$ cat config.mk
export PLATFORM = sky130hd
export DESIGN_NAME = multi_sync_gen_flat
export DESIGN_NICKNAME = d
export VERILOG_FILES = /design/src/rtl/multi_sync_gen_if.sv /design/src/rtl/multi_sync_gen.sv /design/src/flat_wrapper.sv
export SDC_FILE = /design/constraint.sdc
export NUM_CORES = 1
export LEC_CHECK = 0
export CAP_MARGIN = 15
export CELL_PAD_IN_SITES_DETAIL_PLACEMENT = 2
export CELL_PAD_IN_SITES_GLOBAL_PLACEMENT = 2
export CORE_MARGIN = 4
export CORE_UTILIZATION = 38
export CTS_CLUSTER_DIAMETER = 60
export DETAILED_ROUTE_END_ITERATION = 12
export GPL_TIMING_DRIVEN = 0
export PLACE_DENSITY_LB_ADDON = 0.1
export RECOVER_POWER = 25
export SYNTH_ARGS = -nofsm -noshare
export SYNTH_HDL_FRONTEND = slang
export SYNTH_SLANG_ARGS = --single-unit
$ cat constraint.sdc
create_clock -name clock_sync -period 11.3 [get_ports clock_sync]
set_clock_uncertainty 0.1 [all_clocks]
set_input_delay 2.26 -clock clock_sync [delete_from_list [all_inputs] [get_ports clock_sync]]
set_output_delay 2.26 -clock clock_sync [all_outputs]
set_load 0.03 [all_outputs]
$ cat src/rtl/multi_sync_gen_if.sv
// Control/status bundle for the multi-channel sync generator.
// The generator consumes the slave view; a controller or bench drives the master view.
interface multi_sync_gen_if #(
    parameter int NUM_CH = 4,
    parameter int CNT_W  = 16,
    parameter int PW_W   = 8
);
    logic                    enable;
    logic                    sync_mode;
    logic [CNT_W-1:0]        cnt_max;
    logic [PW_W-1:0]         pulse_width;
    logic [NUM_CH*CNT_W-1:0] phase_offset;
    logic [NUM_CH-1:0]       ch_enable;
    logic                    network_sync;
    logic                    irq_ack;
    logic [CNT_W-1:0]        period_count;
    logic                    master_sync;
    logic [NUM_CH-1:0]       ch_sync;
    logic                    interrupt_sig;
    logic                    irq_overrun;
    logic                    sync_lost;

    modport master (
        output enable, sync_mode, cnt_max, pulse_width, phase_offset,
               ch_enable, network_sync, irq_ack,
        input  period_count, master_sync, ch_sync, interrupt_sig,
               irq_overrun, sync_lost
    );

    modport slave (
        input  enable, sync_mode, cnt_max, pulse_width, phase_offset,
               ch_enable, network_sync, irq_ack,
        output period_count, master_sync, ch_sync, interrupt_sig,
               irq_overrun, sync_lost
    );
endinterface

$ cat src/rtl/multi_sync_gen.sv
// Period counter with a master sync pulse and NUM_CH phase-offset channel pulses.
// Optional lock to an asynchronous network sync, sticky period interrupt,
// missed-ack overrun flag and holdover (sync lost) detection.
module multi_sync_gen #(
    parameter int NUM_CH = 4,
    parameter int CNT_W  = 16,
    parameter int PW_W   = 8
) (
    input  logic              clock_sync,
    input  logic              reset,
    multi_sync_gen_if.slave   bus
);
    // One extra bit so period/width/offset arithmetic never overflows.
    localparam int XW = ((CNT_W > PW_W) ? CNT_W : PW_W) + 1;

    logic                    running, run_n;
    logic [CNT_W-1:0]        cnt, cnt_n;
    logic [CNT_W-1:0]        sh_max, sh_max_n;
    logic [PW_W-1:0]         sh_pw, sh_pw_n;
    logic [NUM_CH*CNT_W-1:0] sh_off, sh_off_n;
    logic                    ns_meta, ns_sync, ns_prev;
    logic                    net_edge, wrap, load, nat_wrap, period_start;
    logic                    wrap_seen, lost_q;
    logic                    irq_q, ovr_q, ms_q, ms_n;
    logic [NUM_CH-1:0]       ch_q, ch_n;
    logic [XW-1:0]           per_c, per_n, wid_n, off_v, diff_v;

    // Effective period: never shorter than 2 clocks.
    function automatic logic [XW-1:0] eff_period(input logic [CNT_W-1:0] m);
        return (m < CNT_W'(2)) ? XW'(2) : XW'(m);
    endfunction

    // Effective pulse width: at least 1, at most one clock short of the period.
    function automatic logic [XW-1:0] eff_width(input logic [PW_W-1:0] pw,
                                                input logic [XW-1:0] p);
        logic [XW-1:0] w;
        w = XW'(pw);
        if (w == '0)
            return XW'(1);
        if (w > p - XW'(1))
            return p - XW'(1);
        return w;
    endfunction

    // Next-state: counter, shadow reload and the registered pulse outputs.
    // Outputs are computed from the next count and next shadows so the
    // registered pulses line up with the count they describe.
    always_comb begin
        net_edge     = ns_sync & ~ns_prev & bus.sync_mode & running;
        per_c        = eff_period(sh_max);
        wrap         = running & (XW'(cnt) >= per_c - XW'(1));
        period_start = running & (cnt == '0);
        nat_wrap     = running & bus.enable & wrap & ~net_edge;
        run_n        = bus.enable;
        cnt_n        = '0;
        if (running && bus.enable && !net_edge && !wrap)
            cnt_n = cnt + CNT_W'(1);
        // Shadows track inputs while stopped and latch at every period start.
        load     = !running || (run_n && (cnt_n == '0));
        sh_max_n = load ? bus.cnt_max      : sh_max;
        sh_pw_n  = load ? bus.pulse_width  : sh_pw;
        sh_off_n = load ? bus.phase_offset : sh_off;
        per_n    = eff_period(sh_max_n);
        wid_n    = eff_width(sh_pw_n, per_n);
        ms_n     = run_n && (XW'(cnt_n) < wid_n);
        ch_n     = '0;
        off_v    = '0;
        diff_v   = '0;
        for (int i = 0; i < NUM_CH; i++) begin
            off_v  = XW'(sh_off_n[i*CNT_W +: CNT_W]);
            // Distance behind the channel offset, modulo the period.
            diff_v = (XW'(cnt_n) >= off_v) ? XW'(cnt_n) - off_v
                                           : XW'(cnt_n) + per_n - off_v;
            ch_n[i] = run_n && bus.ch_enable[i] && (off_v < per_n) && (diff_v < wid_n);
        end
    end

    // Two-flop synchroniser plus one delay flop for rising-edge detection.
    always_ff @(posedge clock_sync or posedge reset) begin
        if (reset) begin
            ns_meta <= 1'b0;
            ns_sync <= 1'b0;
            ns_prev <= 1'b0;
        end else begin
            ns_meta <= bus.network_sync;
            ns_sync <= ns_meta;
            ns_prev <= ns_sync;
        end
    end

    // Run state, period counter, shadows and registered sync pulses.
    always_ff @(posedge clock_sync or posedge reset) begin
        if (reset) begin
            running <= 1'b0;
            cnt     <= '0;
            sh_max  <= '0;
            sh_pw   <= '0;
            sh_off  <= '0;
            ms_q    <= 1'b0;
            ch_q    <= '0;
        end else begin
            running <= run_n;
            cnt     <= cnt_n;
            sh_max  <= sh_max_n;
            sh_pw   <= sh_pw_n;
            sh_off  <= sh_off_n;
            ms_q    <= ms_n;
            ch_q    <= ch_n;
        end
    end

    // Sticky interrupt and overrun; a period start beats a same-cycle ack.
    always_ff @(posedge clock_sync or posedge reset) begin
        if (reset) begin
            irq_q <= 1'b0;
            ovr_q <= 1'b0;
        end else begin
            if (period_start)
                irq_q <= 1'b1;
            else if (bus.irq_ack)
                irq_q <= 1'b0;
            if (period_start && irq_q)
                ovr_q <= 1'b1;
            else if (bus.irq_ack)
                ovr_q <= 1'b0;
        end
    end

    // Holdover tracking: two natural wraps with no network edge flag loss.
    always_ff @(posedge clock_sync or posedge reset) begin
        if (reset) begin
            wrap_seen <= 1'b0;
            lost_q    <= 1'b0;
        end else if (!bus.sync_mode || !run_n) begin
            wrap_seen <= 1'b0;
            lost_q    <= 1'b0;
        end else if (net_edge) begin
            wrap_seen <= 1'b0;
            lost_q    <= 1'b0;
        end else if (nat_wrap) begin
            if (wrap_seen)
                lost_q <= 1'b1;
            wrap_seen <= 1'b1;
        end
    end

    assign bus.period_count  = cnt;
    assign bus.master_sync   = ms_q;
    assign bus.ch_sync       = ch_q;
    assign bus.interrupt_sig = irq_q;
    assign bus.irq_overrun   = ovr_q;
    // Forced low the moment the mode drops or the block stops.
    assign bus.sync_lost     = lost_q & bus.sync_mode & running;
endmodule

$ cat src/flat_wrapper.sv
// flat-port wrapper written by rule: the top's interface ports become plain ports
module multi_sync_gen_flat 
#(
    parameter int NUM_CH = 4,
    parameter int CNT_W  = 16,
    parameter int PW_W   = 8
)
  (clock_sync, reset, bus_enable, bus_sync_mode, bus_cnt_max, bus_pulse_width, bus_phase_offset, bus_ch_enable, bus_network_sync, bus_irq_ack, bus_period_count, bus_master_sync, bus_ch_sync, bus_interrupt_sig, bus_irq_overrun, bus_sync_lost);
  multi_sync_gen_if #(.NUM_CH(NUM_CH), .CNT_W(CNT_W), .PW_W(PW_W)) bus_i ();
  input  logic clock_sync;
  input  logic reset;
  input wire logic [$bits(bus_i.enable)-1:0] bus_enable;
  input wire logic [$bits(bus_i.sync_mode)-1:0] bus_sync_mode;
  input wire logic [$bits(bus_i.cnt_max)-1:0] bus_cnt_max;
  input wire logic [$bits(bus_i.pulse_width)-1:0] bus_pulse_width;
  input wire logic [$bits(bus_i.phase_offset)-1:0] bus_phase_offset;
  input wire logic [$bits(bus_i.ch_enable)-1:0] bus_ch_enable;
  input wire logic [$bits(bus_i.network_sync)-1:0] bus_network_sync;
  input wire logic [$bits(bus_i.irq_ack)-1:0] bus_irq_ack;
  output wire logic [$bits(bus_i.period_count)-1:0] bus_period_count;
  output wire logic [$bits(bus_i.master_sync)-1:0] bus_master_sync;
  output wire logic [$bits(bus_i.ch_sync)-1:0] bus_ch_sync;
  output wire logic [$bits(bus_i.interrupt_sig)-1:0] bus_interrupt_sig;
  output wire logic [$bits(bus_i.irq_overrun)-1:0] bus_irq_overrun;
  output wire logic [$bits(bus_i.sync_lost)-1:0] bus_sync_lost;
  assign bus_i.enable = bus_enable;
  assign bus_i.sync_mode = bus_sync_mode;
  assign bus_i.cnt_max = bus_cnt_max;
  assign bus_i.pulse_width = bus_pulse_width;
  assign bus_i.phase_offset = bus_phase_offset;
  assign bus_i.ch_enable = bus_ch_enable;
  assign bus_i.network_sync = bus_network_sync;
  assign bus_i.irq_ack = bus_irq_ack;
  assign bus_period_count = bus_i.period_count;
  assign bus_master_sync = bus_i.master_sync;
  assign bus_ch_sync = bus_i.ch_sync;
  assign bus_interrupt_sig = bus_i.interrupt_sig;
  assign bus_irq_overrun = bus_i.irq_overrun;
  assign bus_sync_lost = bus_i.sync_lost;
  multi_sync_gen #(.NUM_CH(NUM_CH), .CNT_W(CNT_W), .PW_W(PW_W)) u_core (.clock_sync(clock_sync), .reset(reset), .bus(bus_i));
endmodule
Word-level counts from Yosys, hierarchy flattened
Index checks and enable logic that the tools add are counted.
{ "totals": {"regBits": 117, "input_bits": 98, "word_cells": 115} }
{ "op_classes": {"n_addsub": 12, "n_lt_le_gt_ge": 17, "n_mux": 27, "n_bitwise": 12, "n_reduce_logical": 33} }
{ "op_table": {"columns": ["op", "count"], "rows": [
  ["$mux W17", 8],
  ["$lt A16 B17 Y1", 5],
  ["$lt A17 B17 Y1", 4],
  ["$sub A16 B16 Y17", 4],
  ["$sub A17 B16 Y17", 4],
  ["$ge A16 B16 Y1", 4],
  ["$mux W16", 4],
  ["$mux W64", 1],
  ["$sub A17 B1 Y17 const B", 2],
  ["$logic_not A16 Y1", 2],
  ["$lt A16 B2 Y1 const B", 2],
  ["$logic_and A1 B1 Y1", 18],
  ["$add A16 B17 Y17", 1],
  ["$ge A16 B17 Y1", 1],
  ["$gt A8 B17 Y1", 1],
  ["$add A16 B1 Y16 const B", 1],
  ["$mux W1", 13],
  ["$and A1 B1 Y1", 10],
  ["$logic_not A8 Y1", 1],
  ["$mux W8", 1],
  ["$reduce_bool A3 Y1", 2],
  ["$logic_not A1 Y1", 5],
  ["$reduce_bool A2 Y1", 2],
  ["$logic_or A1 B1 Y1", 2],
  ["2 further kinds", 3]
]} }

Depth between registers and ports, before layout
Gate-level depths: netlist of run 1.
{ "depth": {"word_depth": 22, "ltp_mapped": 51, "depth_no_buf": 45} }

Worst setup path before layout of run 1
OpenSTA, ideal clock, no wires.
{ "synth_timing": {"kind": "reg2reg", "from": "reg u_core.sh_max[8]", "to": "reg u_core.ms_q (netlist: u_core.bus.master_sync)", "arrival_time_ns": 10.146, "t_required_ns": 11.075, "slack_ns": 0.929, "path_stages_with_launch": 49, "n_path_buf": 7, "synth_period_minus_slack_ns": 10.371, "cell_sequence": "dfrtp_1 bufbuf_16 nor4_1 nand3_1 o31ai_1 ha_1 or4b_4 nand4b_4 nor3_1 xnor2_1 ha_1 nand2_1 nor4_1 a21oi_1 a31oi_1 o21a_1 nor2_2 buf_6 [13 not listed] o31a_2 or4_4 a21o_1 and2_4 clkbuf_1 o211ai_1 ha_1 a21o_1 a21o_1 a21o_1 a21o_1 a21o_1 a21o_1 a21oi_1 nor2_1 a2111oi_0 a21oi_1 a2111oi_0"} }
{ "synth_between": {"elab_chain_cells": 22} }
{ "synth_rtl": {"columns": ["element", "line", "rtl"], "rows": [
  ["start: declaration", "multi_sync_gen.sv:18", "logic [CNT_W-1:0] sh_max, sh_max_n;"],
  ["start signal: assignment", "multi_sync_gen.sv:104", "sh_max <= sh_max_n;"],
  ["$lt A16 B2 Y1", "multi_sync_gen.sv:30", "return (m < CNT_W'(2)) ? XW'(2) : XW'(m);"],
  ["$mux W16", "multi_sync_gen.sv:30", null],
  ["$sub A17 B1 Y17", "multi_sync_gen.sv:51", "wrap = running & (XW'(cnt) >= per_c - XW'(1));"],
  ["$ge A16 B17 Y1", "multi_sync_gen.sv:51", null],
  ["$and A1 B1 Y1", "multi_sync_gen.sv:51", null],
  ["$logic_not A1 Y1", "multi_sync_gen.sv:56", "if (running && bus.enable && !net_edge && !wrap)"],
  ["$logic_and A1 B1 Y1", "multi_sync_gen.sv:56", null],
  ["$mux W16", "multi_sync_gen.sv:56", null],
  ["[6 not listed]", null, null],
  ["$sub A17 B1 Y17", "multi_sync_gen.sv:40, multi_sync_gen.sv:41", null],
  ["$gt A8 B17 Y1", "multi_sync_gen.sv:40", "if (w > p - XW'(1))"],
  ["$mux W1 (2 in series)", "multi_sync_gen.sv:40", null],
  ["$mux W17", "multi_sync_gen.sv:42", "return w;"],
  ["$mux W17", "multi_sync_gen.sv:40", null],
  ["$lt A16 B17 Y1 (*)", "multi_sync_gen.sv:65", "ms_n = run_n && (XW'(cnt_n) < wid_n);"],
  ["$logic_and A1 B1 Y1 (*)", "multi_sync_gen.sv:65", null],
  ["via u_core.ms_n", "multi_sync_gen.sv:24", "logic irq_q, ovr_q, ms_q, ms_n;"],
  ["end signal: assignment", "multi_sync_gen.sv:107", "ms_q <= ms_n;"],
  ["end: declaration", "multi_sync_gen.sv:24", null]
]} }
Mark *: on every way through the listed nets, which the timed path passes. The rest lies on a longest branch. The select of a mux whose other input is x is not followed.
A chain may end at the register's enable or synchronous reset.

Worst setup path in the final report of run 1
{ "layout_timing": {"from": "reg u_core.sh_max[6]", "to": "reg u_core.ch_q[1] (netlist: u_core.bus.ch_sync[1])"} }
{ "layout_between": {"elab_chain_cells": 22} }
{ "layout_rtl": {"columns": ["element", "line", "rtl"], "rows": [
  ["$lt A16 B2 Y1", "multi_sync_gen.sv:30", null],
  ["$mux W16", "multi_sync_gen.sv:30", null],
  ["$sub A17 B1 Y17", "multi_sync_gen.sv:51", null],
  ["$ge A16 B17 Y1", "multi_sync_gen.sv:51", null],
  ["$and A1 B1 Y1", "multi_sync_gen.sv:51", null],
  ["$logic_not A1 Y1", "multi_sync_gen.sv:56", null],
  ["$logic_and A1 B1 Y1", "multi_sync_gen.sv:56", null],
  ["$mux W16", "multi_sync_gen.sv:56", null],
  ["[6 not listed]", null, null],
  ["$sub A17 B1 Y17", "multi_sync_gen.sv:40, multi_sync_gen.sv:41", null],
  ["$gt A8 B17 Y1", "multi_sync_gen.sv:40", null],
  ["$mux W1 (2 in series)", "multi_sync_gen.sv:40", null],
  ["$mux W17", "multi_sync_gen.sv:42", null],
  ["$mux W17", "multi_sync_gen.sv:40", null],
  ["$lt A17 B17 Y1", "multi_sync_gen.sv:74", "ch_n[i] = run_n && bus.ch_enable[i] && (off_v < per_n) && (diff_v < wid_n);"],
  ["$logic_and A1 B1 Y1 (*)", "multi_sync_gen.sv:74", null],
  ["via u_core.ch_n[1]", "multi_sync_gen.sv:25", "logic [NUM_CH-1:0] ch_q, ch_n;"],
  ["end signal: assignment", "multi_sync_gen.sv:108", "ch_q <= ch_n;"],
  ["end: declaration", "multi_sync_gen.sv:25", null]
]} }
Marks and branches as above.

==> results of run 1 <==
[timing repair]
item / 4_1_cts / 5_1_grt
gates resized for setup: 48 / 38
cloned: 0 / 0
setup buffers: 12 / 5
pin swaps: 7 / 10
endpoints found under the setup margin: 5 / 5
[final cells by class]
| class | count | area [um^2] |
|---|---|---|
| fillers | 4812 | 23100 |
| multi-input cells | 1692 | 13400 |
| flip-flops and latches | 117 | 2930 |
| repair buffers | 155 | 1510 |
| well taps | 585 | 732 |
| inverters | 149 | 564 |
| clock buffers | 23 | 478 |
| plain buffers | 45 | 340 |
| clock inverters | 8 | 76.3 |
[critical path, delay by kind of cell, from the launching register on]
family / cells / cell delay (ns)
AO/OA/AOI/OAI: 19 / 4.77
AND/OR/NAND/NOR: 7 / 2.11
buffers and inverters: 6 / 2.02
adder cells (fa/ha/maj): 4 / 0.96
flip-flops: 1 / 0.47
multiplexers: 1 / 0.43
XOR/XNOR: 1 / 0.10
[logic make-up (layout without fill, tap and decap cells)]
group / count (synthesis) / count (layout) / share of synthesized area
muxes: 115 / 115 / 0.0732
other: 1 / 44 / 0.000226
buffers and inverters: 195 / 380 / 0.0523
and+or+nand+nor: 555 / 555 / 0.173
AOI/OAI and AO/OA: 518 / 518 / 0.207
adders and majority gates: 317 / 317 / 0.243
DFF: 117 / 117 / 0.176
xor gates and xnor gates: 143 / 143 / 0.0755
[cell usage after synthesis (33+ instances only)]
master / count
ha_1: 307
inv_1: 149
a21oi_1: 147
nor2_1: 134
nand2_1: 121
dfrtp_1: 117
o21ai_0: 98
xnor2_1: 97
a21o_1: 83
mux2i_1: 78
nor3_1: 56
nand3_1: 46
xor2_1: 46
nand4_1: 45
mux2_2: 33
[stage by stage]
| stage | worst slack [ns] | hold WS [ns] | std cells |
|---|---|---|---|
| 4_1_cts | 0.0589 | 0.264 | 2768 |
| 6_report | 0.203 | 0.257 | 2774 |
| 5_1_grt | -0.157 | 0.276 | 2774 |
| 2_1_floorplan | 0.929 | 0.231 | 2004 |
| 3_5_place_dp | -3.10 | 0.237 | 2726 |
| 3_3_place_gp | -2.60 | 0.243 | 2710 |
[power groups by stage]
stage	sequential (mW)	combinational [mW]	clock, mW
2_1_floorplan	0.492	0.987	0
3_3_place_gp	0.490	1.37	0
3_5_place_dp	0.492	1.47	0
4_1_cts	0.486	1.52	0.572
5_1_grt	0.492	1.71	0.590
6_report	0.488	1.56	0.566
[flip-flops by register name, summed over array words and instances (netlist names)]
register	cells
u_core.ns_sync	1
u_core.sh_off	64
u_core.bus.master_sync	1
u_core.sh_max	16
u_core.bus.period_count	16
u_core.ns_meta	1
u_core.running	1
u_core.sh_pw	8
u_core.bus.irq_overrun	1
u_core.ns_prev	1
u_core.bus.interrupt_sig	1
u_core.wrap_seen	1
u_core.bus.ch_sync	4
u_core.lost_q	1
[per-layer routing]
metal / up-vias / routed length [um] / global-route usage
li1: 7600 / - / -
met4: 2 / 4840 / 0.176
met3: 196 / 3890 / 0.0686
met5: - / 5 / 0
met2: 472 / 36500 / 0.542
met1: 8517 / 32500 / 0.392
[worst max path at each step]
stage | end | startpoint | cells past startpoint
after CTS | u_core.bus.master_sync | u_core.sh_max[12] | 48
after detailed placement | u_core.bus.master_sync | u_core.sh_max[8] | 48
final | u_core.bus.ch_sync[1] | u_core.sh_max[6] | 38
after global placement | u_core.bus.master_sync | u_core.sh_max[8] | 48
after floorplan | u_core.bus.master_sync | u_core.sh_max[8] | 48
after global routing | u_core.bus.master_sync | u_core.sh_max[8] | 47
==> results.ini, run 1 <==
[run_status]
outcome=finished with violations
violations=max-capacitance violations, max-slew violations

[finish]
syn2layout_area_growth_pct=20.6
drive_gt1_frac=0.107
final_common_cell=ha_1
fin_area_um2=20000
final_util=0.464
antenna_cells=0
layout_common_cells=ha_1, inv_1, a21oi_1
nets=2591

[pwr]
leakage_nw=9.48
seq_power_share=0.187
clkPwrFrac=0.217
switching_share=0.459
p_int_mw=1.41
finalPower_mw=2.61
p_switching_mw=1.20
peakVddDrop_v=0.0000906
power.density_nw_per_um2=130
pwr-share-comb=0.596

[floorplan]
ios=122
die_area_um2=47100
rows=76
initial_utilization=0.385
core_um2=43100
die_width_um=217
die_y_um=217

[hold_path]
min_to=u_core.ns_sync
hold_start=u_core.ns_meta
hold-path-cell-count=0
worst_hold_path_type=reg2reg

[setup_path]
r2r_cells=38
cpPeakStageDelay_ns=0.63
cpMostUsedCell=o21ai_0
r2r-end=u_core.bus.ch_sync[1]
endpoint_kind=flip-flop
crit_path_max_fanout=19
rr_startpoint=u_core.sh_max[6]
critPathRequiredTime_ns=11.62
r2r_slack_ns=0.20
crit_type=reg2reg
cp-start-kind=flip-flop
slowest_stage=or4_4
critPathArrivalTime_ns=11.41

[route]
ant_nets=0
dr.pass1.iters=5
wl_per_cell_um=28.0
post_drt_via_cell_ratio=6.05
drc=0
vias=16787
finalWirelength_um=77800
drt_iter0_drc=1059

[sta]
post-route-period-util=0.982
finalHoldViolations=0
slew_violations=120
slew_headroom=-2.24
setup_tns_ns=0
worst_slew_pin_slew_ns=4.86
finalSetupViolCount=0
fin_crit_ns=11.10
fmax_ghz=0.0901

[synthesis]
synth-edff-count=0
synth_cell_types=94
synthTopCellsByArea=ha_1, dfrtp_1, xnor2_1
ys_seq_area_frac=0.176
synth_top_area_cell=ha_1
yosysWarnings=0
synthFlopType=dfrtp_1
syn_inst=1961
syn_area_um2=16600
synthArstFlopShare=1.00
avgSynthCellArea_um2=8.46
synth_top_area_share=0.232
ys_seq_elements=117

[clock_network]
htree_num_levels=4
clockBufferDepth=2
clock_latency_ns=0.50
numCtsBuffers=17
tritoncts=done
holdBufCountCts=0
root_buffer=clkbuf_16
cts.sinks=117
path_clk_slew_ns=0.07

[placed_design]
detailed_place.area_um2=18900
place.gp.congestion=0.900
dp_hpwl_um=59600
io_buffers=121

[global_routing]
antenna_found_initial=4
overflow=0
grt_pass1_vias=18323
gr-usage-all-layers=0.325
grt_start_max_net_pins=81
grt_first_pass_wirelength_um=115000

[flow_run]
maxCapViolations=2

(Power assumes the default switching activity.)
==> run 2: changes to the inputs <==
Clock period 11.3 ns to 10.64 ns, I/O delays scaled along.
==> results.ini, run 2 (synthesis results as in run 1) <==
[clock_network]
cts.sinks=117  ; unchanged
holdBufCountCts=0  ; unchanged
htree_num_levels=4  ; unchanged
clockBufferDepth=2  ; unchanged
path_clk_slew_ns=0.07  ; about the same
tritoncts=done
root_buffer=clkbuf_16
clock_latency_ns=0.51  ; about the same
numCtsBuffers=17  ; unchanged

[setup_path]
critPathRequiredTime_ns=10.91  ; -0.71 ns
r2r-end=u_core.bus.master_sync
cpMostUsedCell=a21o_1
cp-start-kind=flip-flop
critPathArrivalTime_ns=11.29  ; -0.12 ns
r2r_slack_ns=-0.39  ; -0.59 ns
crit_path_max_fanout=10  ; -9
crit_start=u_core.sh_max[8]
r2r_cells=49  ; +29%
endpoint_kind=flip-flop
cpPeakStageDelay_ns=0.49  ; -0.14 ns
rr_startpoint=u_core.sh_max[8]
slowest_stage=or4b_4
crit_type=reg2reg

[floorplan]
die_width_um=217  ; unchanged
die_area_um2=47100  ; unchanged
die_y_um=217  ; unchanged
ios=122  ; unchanged
initial_utilization=0.385  ; unchanged
rows=76  ; unchanged
core_um2=43100  ; unchanged

[finish]
largest_reg_flops=64  ; unchanged
layout_common_cells=ha_1, inv_1, a21oi_1
final_common_cell=ha_1
fin_area_um2=20900  ; +4.7%
syn2layout_area_growth_pct=26.2
fin_cells=2829  ; +2.0%
antenna_cells=0  ; unchanged
final_util=0.486  ; +0.0217
top_register=u_core.sh_off
drive_gt1_frac=0.150  ; +0.0433
nets=2646  ; +2.1%

[sta]
post-route-period-util=1.04  ; +0.0544
slew_headroom=-2.39  ; -0.152
fmax_ghz=0.0907  ; +0.63%
rsz0062_at_grt=true
worst_slew_pin_slew_ns=5.09  ; +0.228 ns
finalHoldViolations=0  ; unchanged
slew_violations=120  ; unchanged
finalSetupViolCount=5  ; +5
fin_crit_ns=11.03  ; -0.0692 ns
timing.final.ws_setup_ns=-0.388  ; -0.591 ns

[route]
wl_per_cell_um=31.8  ; +14%
vias=17954  ; +7.0%
finalWirelength_um=90100  ; +16%
post_drt_via_cell_ratio=6.35  ; +4.9%
drc=0  ; unchanged
ant_nets=0  ; unchanged
dr.pass1.iters=5  ; unchanged
drt_iter0_drc=1571  ; +48%

[pwr]
clkPwrFrac=0.206  ; -0.011
power.density_nw_per_um2=143  ; +9.9%
switching_share=0.476  ; +0.0172
p_int_mw=1.57  ; +11%
p_switching_mw=1.43  ; +19%
pwr-share-comb=0.620  ; +0.024
leakage_nw=9.87  ; +4.2%
seq_power_share=0.174  ; -0.013
peakVddDrop_v=0.000154  ; +70%

[placed_design]
detailed_place.area_um2=18900  ; unchanged
io_buffers=121  ; unchanged
place.gp.congestion=0.900  ; unchanged
dp_hpwl_um=59600  ; unchanged
placed_cells=2726  ; unchanged

[global_routing]
antenna_found_initial=1  ; -3
grt_pass1_vias=18650  ; +1.8%
grt_first_pass_wirelength_um=118000  ; +3.1%
overflow=0  ; unchanged
gr-usage-all-layers=0.335  ; +0.0101
grt_start_max_net_pins=81  ; unchanged

[hold_path]
hold-path-cell-count=0  ; unchanged
worst_hold_path_type=reg2reg
min_to=u_core.ns_sync
hold_start=u_core.ns_meta

[run_status]
outcome=finished with violations
violations=max-capacitance violations, max-slew violations, negative setup slack

[flow_run]
maxCapViolations=2  ; unchanged

==> run 2: changes by cell type in the layout (fill, tap and decap cells not counted), sizes merged <==
cell / delta
buf: +55
==> run 2: area by class of cell <==
type / instances / area [um^2]
Clock inverter: 8 / 76.3
Multi-Input combinational cell: 1692 / 13800
Buffer: 45 / 389
Inverter: 149 / 564
Tap cell: 585 / 732
Clock buffer: 23 / 478
Fill cell: 4660 / 22100
Sequential cell: 117 / 2930
Timing Repair Buffer: 210 / 1950
==> run 2: per-stage QoR <==
| step | worst slack, ns | power, mW | hold slack, ns | setup TNS (ns) |
|---|---|---|---|---|
| 2_1_floorplan | 0.269 | 1.57 | 0.231 | 0 |
| 3_3_place_gp | -3.26 | 1.97 | 0.243 | -13.12 |
| 3_5_place_dp | -3.76 | 2.08 | 0.237 | -14.76 |
| 4_1_cts | 0.000901 | 2.76 | 0.264 | 0 |
| 5_1_grt | -0.548 | 3.16 | 0.276 | -1.96 |
| 6_report | -0.388 | 3.00 | 0.257 | -0.721 |
==> run 2: per-layer routing <==
metal	vias to the layer above	global-route usage	wire length (um)
met4	0	0.191	8090
met5	-	0	0
met1	8995	0.402	34600
met3	414	0.0709	6660
li1	7726	-	-
met2	819	0.556	40800
==> run 2: what timing repair did <==
item,in CTS,in global routing
resized for setup,96,91
setup endpoints to repair,5,5
buffers inserted,19,54
pin swaps,22,43
==> run 2: worst max path at each step <==
stage	end	slack (ns)	cells after the start
finish	u_core.bus.master_sync	-0.39	49
global route	u_core.bus.master_sync	-0.55	47
CTS	u_core.bus.master_sync	0.0009	48
detailed placement	u_core.bus.master_sync	-3.76	48
global placement	u_core.bus.master_sync	-3.26	48
floorplan	u_core.bus.master_sync	0.27	48
==> run 2: power groups by stage <==
stage                     Clock, mW  Combinational (mW)  Sequential, mW
after floorplan                   0                1.05           0.523
after global placement            0                1.45           0.520
after detailed placement          0                1.56           0.523
after CTS                     0.608                1.64           0.517
after global routing          0.637                1.99           0.526
final                         0.617                1.86           0.523
==> run 2: critical path: cells and delay by family (launching register included) <==
family	cells	cell delay, ns
xor gates and xnor gates	2	0.35
adders and majority gates	5	1.32
AOI/OAI and AO/OA	19	4.10
buffers and inverters	10	1.65
DFF	1	0.38
and+or+nand+nor	13	2.93
==> run 3: changes to the inputs <==
Settings changed: CORE_UTILIZATION 38 to 41.
Clock period 10.64 ns to 14.15 ns, I/O delays scaled along.
==> results.ini, run 3 (synthesis results as in run 1) <==
[clock_network]
path_clk_slew_ns=0.07  ; about the same
holdBufCountCts=0  ; unchanged
clockBufferDepth=2  ; unchanged
htree_num_levels=4  ; unchanged
root_buffer=clkbuf_16
cts.sinks=117  ; unchanged
numCtsBuffers=17  ; unchanged
tritoncts=done
clock_latency_ns=0.51  ; about the same

[sta]
slew_headroom=-2.38  ; +0.00733
fin_crit_ns=13.59  ; +2.56 ns
fmax_ghz=0.0736  ; -19%
setup_tns_ns=0  ; +0.721 ns
holdWs_ns=0.262  ; +0.00515 ns
worst_slew_pin_slew_ns=5.08  ; -0.0110 ns
slew_violations=120  ; unchanged
finalHoldViolations=0  ; unchanged
finalSetupViolCount=0  ; -5
post-route-period-util=0.960  ; -0.0763

[global_routing]
grt_start_max_net_pins=83  ; +2.5%
grt_first_pass_wirelength_um=116000  ; -2.3%
overflow=0  ; unchanged
grt_pass1_vias=18887  ; +1.3%
gr-usage-all-layers=0.347  ; +0.0123
antenna_found_initial=0  ; -1

[setup_path]
r2r_slack_ns=0.56  ; +0.95 ns
cpMostUsedCell=a21o_1
crit_type=reg2reg
rr_startpoint=u_core.sh_max[8]
r2r_cells=50  ; +2.0%
cp-start-kind=flip-flop
slowest_stage=or4_4
endpoint_kind=flip-flop
critPathArrivalTime_ns=13.86  ; +2.57 ns
critPathRequiredTime_ns=14.42  ; +3.51 ns
cpPeakStageDelay_ns=0.60  ; +0.11 ns
r2r-end=u_core.bus.master_sync
crit_path_max_fanout=10  ; unchanged

[pwr]
peakVddDrop_v=0.0000901  ; -41%
seq_power_share=0.189  ; +0.015
power.density_nw_per_um2=106  ; -26%
clkPwrFrac=0.219  ; +0.013
switching_share=0.461  ; -0.0154
leakage_nw=9.34  ; -5.4%
pwr-share-comb=0.592  ; -0.028
p_switching_uw=948  ; -34%
p_int_mw=1.11  ; -29%

[route]
wl_per_cell_um=28.8  ; -9.6%
vias=16896  ; -5.9%
drc=0  ; unchanged
drt_iter0_drc=1005  ; -36%
post_drt_via_cell_ratio=6.25  ; -1.5%
wl_met1_um=30500  ; -12%
dr_wl_met3_um=5200  ; -22%
highest_layer=met4
finalWirelength_um=77800  ; -14%
dr.pass1.iters=5  ; unchanged
ant_nets=0  ; unchanged
wl_met2_um=36700  ; -9.9%

[finish]
layout_common_cells=ha_1, inv_1, a21oi_1
drive_gt1_frac=0.0790  ; -0.0712
seq_area_um2=2930  ; about the same
multiInputGateArea_um2=13000  ; -5.8%
nFillCells=4494  ; -3.6%
fin_area_um2=19400  ; -7.2%
top_register=u_core.sh_off
nets=2582  ; -2.4%
antenna_cells=0  ; unchanged
fin_cells=2702  ; -4.5%
largest_reg_flops=64  ; unchanged
syn2layout_area_growth_pct=17.1
final_common_cell=ha_1

[flow_run]
maxCapViolations=2  ; unchanged

[hold_path]
hold-path-cell-count=0  ; unchanged
worst_hold_path_type=reg2reg
min_to=u_core.ns_sync
hold_start=u_core.ns_meta

[placed_design]
place.gp.congestion=0.893  ; -0.82%
io_buffers=121  ; unchanged
placed_cells=2668  ; -2.1%
dp_hpwl_um=60000  ; +0.59%
detailed_place.area_um2=18900  ; -0.32%

[floorplan]
rows=73  ; -3.9%
ios=122  ; unchanged
initial_utilization=0.417  ; +0.0315
die_y_um=209  ; -3.6%
core_um2=39800  ; -7.6%
die_area_um2=43700  ; -7.1%
die_width_um=209  ; -3.6%

[run_status]
violations=max-capacitance violations, max-slew violations
outcome=finished with violations

[run 3: cell count changes in the layout (fill, tap and decap cells not counted), moves of 10 or more]
cell,change
buf_4,-58
xnor2_1,+13
ha_1,+12
a21oi_1,+11
o21ai_0,+11
a21oi_2,-10
[run 3: repair_timing]
item                                    4_1_cts  5_1_grt
gates resized for setup                       0        3
setup buffers                                 0        4
endpoints found under the setup margin        0        5
[run 3: area by class of cell]
| cell class | count | share of cell area |
|---|---|---|
| clock buffer | 17 | 0.0219 |
| multi-input combinational | 1692 | 0.670 |
| inverter | 149 | 0.0288 |
| tap | 525 | 0.0338 |
| timing repair buffer | 145 | 0.0733 |
| clock inverter | 11 | 0.00592 |
| buffer | 46 | 0.0158 |
| sequential | 117 | 0.151 |
[run 3: power groups by stage]
stage | clock network [mW] | registers, mW | logic [mW]
finish | 0.450 | 0.390 | 1.22
global route | 0.470 | 0.393 | 1.34
CTS | 0.454 | 0.389 | 1.20
detailed placement | 0 | 0.394 | 1.18
global placement | 0 | 0.391 | 1.09
floorplan | 0 | 0.393 | 0.788
[run 3: metal layers]
metal | vias up | track usage
li1 | 7581 | -
met1 | 8560 | 0.397
met2 | 522 | 0.586
met3 | 233 | 0.0821
met4 | 0 | 0.211
met5 | - | 0
[run 3: per-stage QoR]
| stage | total power [mW] | setup WS [ns] | util |
|---|---|---|---|
| global placement | 1.48 | 0.497 | 0.468 |
| CTS | 2.05 | 0.0685 | 0.487 |
| global route | 2.20 | -0.186 | 0.488 |
| finish | 2.06 | 0.564 | 0.488 |
| floorplan | 1.18 | 3.78 | - |
| detailed placement | 1.57 | 0.283 | 0.473 |
[run 3: worst max-delay path by stage]
stage               cells after the start        startpoint  slack (ns)                      to
floorplan                              48  u_core.sh_max[8]        3.78  u_core.bus.master_sync
global route                           50  u_core.sh_max[8]       -0.19  u_core.bus.master_sync
detailed placement                     48  u_core.sh_max[8]        0.28  u_core.bus.master_sync
CTS                                    48  u_core.sh_max[8]        0.07  u_core.bus.master_sync
finish                                 50  u_core.sh_max[8]        0.56  u_core.bus.master_sync
global placement                       36        bus_enable        0.50   u_core.bus.ch_sync[1]
[run 3: critical path, delay by kind of cell (launching register included)]
family | cells | cell delay [ns]
simple gates | 13 | 3.83
fa+ha+maj | 5 | 1.50
compound gates | 22 | 4.96
flops | 1 | 0.38
buf+inv | 8 | 2.32
xor+xnor | 2 | 0.29
